`src/rtl/mem_access_ctrl.sv`:
```
`default_nettype none
// ============================================================================
// Module      : mem_access_ctrl
// Description : Memory stage of the pipeline. Turns EX/MEM fields into a
//               multi-cycle data-memory request, stalls upstream while it is in
//               flight and emits one registered writeback result per instruction.
//               Optional build macro MEM_ALIGN_CHECK_EN rejects odd addresses.
// Revision    : 1.0 - initial release
// ============================================================================
module mem_access_ctrl #(
    parameter int DW      = 16,
    parameter int TIMEOUT = 15,
    parameter int CNTW    = 4
) (
    input  logic          clk,
    input  logic          rst,
    input  logic          ex_valid,
    input  logic          ex_mem_to_reg,
    input  logic          ex_mem_write,
    input  logic [DW-1:0] ex_result,
    input  logic [DW-1:0] ex_B,
    input  logic          ex_reg_write,
    input  logic [2:0]    ex_reg_wr_sel,
    input  logic          ex_dump,
    output logic          mem_en,
    output logic          mem_wr,
    output logic [DW-1:0] mem_addr,
    output logic [DW-1:0] mem_wdata,
    input  logic          mem_stall,
    input  logic          mem_done,
    input  logic [DW-1:0] mem_rdata,
    output logic          stall_out,
    output logic          wb_valid,
    output logic [DW-1:0] wb_data,
    output logic          wb_reg_write,
    output logic [2:0]    wb_reg_wr_sel,
    output logic          wb_dump,
    output logic          err_out
);

    localparam logic [1:0] S_IDLE = 2'd0;
    localparam logic [1:0] S_REQ  = 2'd1;
    localparam logic [1:0] S_WAIT = 2'd2;
    localparam logic [1:0] S_DONE = 2'd3;

    localparam logic [CNTW-1:0] c_CNT_LAST = CNTW'(TIMEOUT - 1);
    localparam logic [CNTW-1:0] c_CNT_ONE  = CNTW'(1);

    logic [1:0]      r_state;
    logic [1:0]      w_next;
    logic [CNTW-1:0] r_cnt;
    logic [DW-1:0]   r_addr;
    logic [DW-1:0]   r_wdata;
    logic            r_wr;
    logic            r_err;
    logic            r_reg_write;
    logic [2:0]      r_reg_wr_sel;
    logic            r_dump;

    logic            r_wb_valid;
    logic [DW-1:0]   r_wb_data;
    logic            r_wb_reg_write;
    logic [2:0]      r_wb_reg_wr_sel;
    logic            r_wb_dump;
    logic            r_err_out;

    logic            w_access;
    logic            w_misalign;
    logic            w_fin;
    logic            w_fin_err;
    logic [DW-1:0]   w_fin_data;
    logic            w_pass;
    logic            w_stall;
    logic            w_mem_en;

    assign w_access = ex_valid & (ex_mem_to_reg | ex_mem_write);

`ifdef MEM_ALIGN_CHECK_EN
    assign w_misalign = ex_result[0];
`else
    assign w_misalign = 1'b0;
`endif

    // w_fin marks the transition into DONE; the writeback registers load on it
    always_comb begin
        w_next     = r_state;
        w_fin      = 1'b0;
        w_fin_err  = r_err;
        w_fin_data = '0;
        w_pass     = 1'b0;
        w_stall    = 1'b0;
        w_mem_en   = 1'b0;
        case (r_state)
            S_IDLE: begin
                w_stall = w_access;
                if (w_access) begin
                    if (w_misalign) begin
                        w_next    = S_DONE;
                        w_fin     = 1'b1;
                        w_fin_err = 1'b1;
                    end else begin
                        w_next = S_REQ;
                    end
                end else if (ex_valid) begin
                    w_pass = 1'b1;
                end
            end
            S_REQ: begin
                w_mem_en = 1'b1;
                w_stall  = 1'b1;
                if (!mem_stall) begin
                    if (mem_done) begin
                        w_next     = S_DONE;
                        w_fin      = 1'b1;
                        w_fin_data = r_wr ? r_addr : mem_rdata;
                    end else begin
                        w_next = S_WAIT;
                    end
                end
            end
            S_WAIT: begin
                w_stall = 1'b1;
                if (mem_done) begin
                    w_next     = S_DONE;
                    w_fin      = 1'b1;
                    w_fin_data = r_wr ? r_addr : mem_rdata;
                end else if (r_cnt == c_CNT_LAST) begin
                    w_next    = S_DONE;
                    w_fin     = 1'b1;
                    w_fin_err = 1'b1;
                end
            end
            S_DONE: begin
                w_next = S_IDLE;
            end
            default: begin
                w_next = S_IDLE;
            end
        endcase
    end

    always_ff @(posedge clk or negedge rst) begin
        if (!rst) begin
            r_state         <= S_IDLE;
            r_cnt           <= '0;
            r_addr          <= '0;
            r_wdata         <= '0;
            r_wr            <= 1'b0;
            r_err           <= 1'b0;
            r_reg_write     <= 1'b0;
            r_reg_wr_sel    <= '0;
            r_dump          <= 1'b0;
            r_wb_valid      <= 1'b0;
            r_wb_data       <= '0;
            r_wb_reg_write  <= 1'b0;
            r_wb_reg_wr_sel <= '0;
            r_wb_dump       <= 1'b0;
            r_err_out       <= 1'b0;
        end else begin
            r_state <= w_next;
            if (r_state == S_IDLE && w_access) begin
                r_addr       <= ex_result;
                r_wdata      <= ex_B;
                r_wr         <= ex_mem_write;
                r_err        <= ex_mem_to_reg & ex_mem_write;
                r_reg_write  <= ex_reg_write;
                r_reg_wr_sel <= ex_reg_wr_sel;
                r_dump       <= ex_dump;
            end
            if (r_state == S_WAIT) begin
                r_cnt <= r_cnt + c_CNT_ONE;
            end else begin
                r_cnt <= '0;
            end
            r_wb_valid <= w_fin | w_pass;
            r_err_out  <= w_fin & w_fin_err;
            // Results leaving straight from IDLE take the live EX/MEM fields
            if (w_fin || w_pass) begin
                r_wb_data <= w_fin ? w_fin_data : ex_result;
                if (r_state == S_IDLE) begin
                    r_wb_reg_write  <= ex_reg_write;
                    r_wb_reg_wr_sel <= ex_reg_wr_sel;
                    r_wb_dump       <= ex_dump;
                end else begin
                    r_wb_reg_write  <= r_reg_write;
                    r_wb_reg_wr_sel <= r_reg_wr_sel;
                    r_wb_dump       <= r_dump;
                end
            end
        end
    end

    assign mem_en        = w_mem_en;
    assign mem_wr        = w_mem_en & r_wr;
    assign mem_addr      = r_addr;
    assign mem_wdata     = r_wdata;
    assign stall_out     = w_stall;
    assign wb_valid      = r_wb_valid;
    assign wb_data       = r_wb_data;
    assign wb_reg_write  = r_wb_reg_write;
    assign wb_reg_wr_sel = r_wb_reg_wr_sel;
    assign wb_dump       = r_wb_dump;
    assign err_out       = r_err_out;

endmodule
`default_nettype wire

```
`config.mk`:
```
export PLATFORM = sky130hd
export DESIGN_NAME = mem_access_ctrl
export DESIGN_NICKNAME = d
export VERILOG_FILES = /design/src/rtl/mem_access_ctrl.sv
export SDC_FILE = /design/constraint.sdc
export NUM_CORES = 1
export LEC_CHECK = 0
export ABC_AREA = 1
export BUFFER_PORTS_ARGS = -buffer_cell sky130_fd_sc_hd__buf_2
export CAP_MARGIN = 10
export CORE_MARGIN = 2
export CORE_UTILIZATION = 53
export DETAILED_ROUTE_END_ITERATION = 8
export GPL_ROUTABILITY_DRIVEN = 0
export GPL_TIMING_DRIVEN = 0
export PLACE_DENSITY_LB_ADDON = 0.05
export SETUP_SLACK_MARGIN = 0.05
export SLEW_MARGIN = 30
export SYNTH_ARGS = -nofsm -noshare
export SYNTH_HDL_FRONTEND = slang
export SYNTH_SLANG_ARGS = --single-unit
```
`constraint.sdc`:
```
create_clock -name clk -period 4.62 [get_ports clk]
set_input_delay 1.155 -clock clk [delete_from_list [all_inputs] [get_ports clk]]
set_output_delay 1.155 -clock clk [all_outputs]
set_load 0.1 [all_outputs]
```
==> impl_metrics.json <==
{
  "outcome": "complete, no violations",
  "synthCells": 403,
  "regToRegEndpoint": "wb_data[2]",
  "cts_setup_buffers": 0,
  "cts_tree": "yes",
  "ant_nets": 0,
  "firstDrtPassIters": 4,
  "cp.buffers_inverters": 5,
  "synth_top_area_frac": 0.523,
  "final.setup.tns_ns": 0,
  "ys_seq_area_frac": 0.523,
  "n_antenna_cell": 0,
  "critPathMostFrequentCell": "buf_2",
  "cts_root_buf": "clkbuf_8",
  "final.period_utilization": 0.800,
  "area_delta_synth_final_pct": 26.8,
  "cts_made_buffers": 9,
  "synth_area_leaders": "dfrtp_1 52%, nand2_1 17%, nand3_1 5.4%, nor2_1 4.3%, o21ai_0 3.5%",
  "clock_latency_ns": 0.34,
  "worstPathRequired_ns": 3.46,
  "crit_path_max_incr_delay_ns": 0.44,
  "finalHoldViolCount": 0,
  "die_width_um": 82.3,
  "drt_iter0_markers": 151,
  "crit_chain": "buf_2, nand2_1, nor2_1, inv_2, buf_2, buf_2, a21oi_1, buf_2",
  "crit_type": "input pin to output port",
  "reg2reg_from": "r_state[0]",
  "cp_slowest_cell": "buf_2",
  "hold_buffers": 0,
  "critPathTopFamily": "buffers and inverters",
  "wirelength_um": 8370,
  "setup_viol": 0,
  "io_pins": 118,
  "grt_max_degree": 36,
  "grt_overflow": 0,
  "avgViaCountPerCell": 5.09,
  "synth_nets": 469,
  "r2r_slack_ns": 2.72,
  "drive_above_1_share": 0.310,
  "row_count": 28,
  "syn_area_um2": 3250,
  "wl_per_cell_um": 13.7,
  "clock_skew_ns": 0.00698,
  "route.vias.total": 3112,
  "antenna_found_initial": 0,
  "startpoint_type": "input pin",
  "hpwlAfterDp_um": 5980,
  "arrival_ns": 2.54,
  "worstHoldEndpoint": "mem_wdata[8]",
  "drc": 0,
  "die_area_um2": 6780,
  "maxSlewHeadroom": 0.622,
  "ys_ff_latch": 68,
  "groute.usage.overall": 0.264,
  "worst_pin_slew_ns": 0.567,
  "yosysTopAreaCell": "dfrtp_1",
  "cts_sinks": 68,
  "finalNetCount": 598,
  "synth_cell_types": 23,
  "core_um2": 5920,
  "fp.dieH_um": 82.3,
  "port_buffers": 117,
  "whs_path_depth": 2,
  "cts_resized": 0,
  "cp_max_fo": 10,
  "hold_class": "register to register",
  "syn_area_per_cell_um2": 8.07,
  "grt_pass1_wl_um": 13300,
  "slew_violations": 0,
  "reg2regPathDepth": 7,
  "clkTransAtPathRegs_ns": 0.07,
  "grt_pass1_vias": 2925,
  "max_freq_ghz": 0.271,
  "cp-end-kind": "output port",
  "period_minus_slack_ns": 3.69,
  "cts_buffer_depth": 2,
  "hold_start": "mem_wdata[8]",
  "rsz0062_at_grt": "no",
  "h-tree-depth": 3,
  "initial_core_util": 0.549,
  "synth_warnings": 0,
  "cap_viol_max_count": 0
}
==> worst min-delay path, stage by stage (launching register included) <==
cell     delay (ns)
dfrtp_1        0.35
nand2_1        0.05
nand2_1        0.04
==> cells in the final DEF (no fill, tap or decap), types with 4 or more instances in the layout <==
cell type,n
ha_1,6
buf_2,128
o2111ai_1,10
dfrtp_1,68
nand3_1,35
nor2_1,37
or2_2,7
nand2_1,150
buf_4,4
clkbuf_8,11
o21ai_0,23
inv_1,23
clkbuf_1,7
==> synth_stat cells (all sizes together) <==
cell type    n
a211oi       1
a21oi        3
buf         17
clkbuf       5
dfrtp       68
ha           6
inv         26
nand2      155
nand3       35
nor2        39
o2111ai     10
o21ai       24
o22ai        3
or2         10
xnor2        1
==> routing by layer <==
layer | up-vias | part of all wire | global-route usage
met4 | 0 | 0.015 | 0.0917
met1 | 1442 | 0.43 | 0.336
met2 | 128 | 0.47 | 0.438
met5 | - | 0 | 0
li1 | 1531 | - | -
met3 | 11 | 0.085 | 0.0641
==> how the worst max path moves through the flow <==
stage,endpoint,depth (start not counted),slack (ns),from
floorplan,stall_out,6,0.29,ex_valid
global placement,stall_out,8,0.92,ex_mem_write
detailed placement,stall_out,8,0.94,ex_mem_write
CTS,stall_out,8,0.93,ex_mem_write
global route,stall_out,8,0.85,ex_mem_write
finish,stall_out,8,0.93,ex_valid
==> registers in the layout, indices dropped and copies added, names as in the netlist, 2 cells and up <==
name and count:
wb_data 16, mem_wdata 16, wb_reg_wr_sel 3, mem_addr 16
r_cnt 4, r_reg_wr_sel 3, r_state 2
==> cells by family (layout without fill, tap and decap cells) <==
| logic type | after synthesis | count (layout) | synth area share |
|---|---|---|---|
| AO/OA/AOI/OAI | 41 | 41 | 0.0777 |
| XOR/XNOR | 1 | 1 | 0.00269 |
| adder cells (fa/ha/maj) | 6 | 6 | 0.0231 |
| buffers and inverters | 48 | 181 | 0.0681 |
| flip-flops | 68 | 68 | 0.523 |
| AND/OR/NAND/NOR | 239 | 239 | 0.305 |
==> through the flow <==
stage | hold slack, ns | util | worst slack (ns) | instances | area, um^2
floorplan | 0.450 | - | 0.294 | 403 | 3250
global placement | 0.451 | 0.664 | 0.924 | 595 | 3930
detailed placement | 0.457 | 0.668 | 0.937 | 596 | 3960
CTS | 0.475 | 0.697 | 0.933 | 611 | 4120
global route | 0.493 | 0.697 | 0.852 | 611 | 4120
finish | 0.472 | 0.697 | 0.926 | 611 | 4120
==> area by class of cell <==
type                       instances  area [um^2]
clock inverter                     2         10.0
fill                             516         1800
buffer                            22          124
timing repair buffer             118          608
tap                               75         93.8
multi-input combinational        287         1330
inverter                          26         97.6
clock buffer                      13          159
sequential                        68         1700
Power is not shown: default switching activity piles up to over one toggle a cycle in this logic, so the estimate is an artifact.
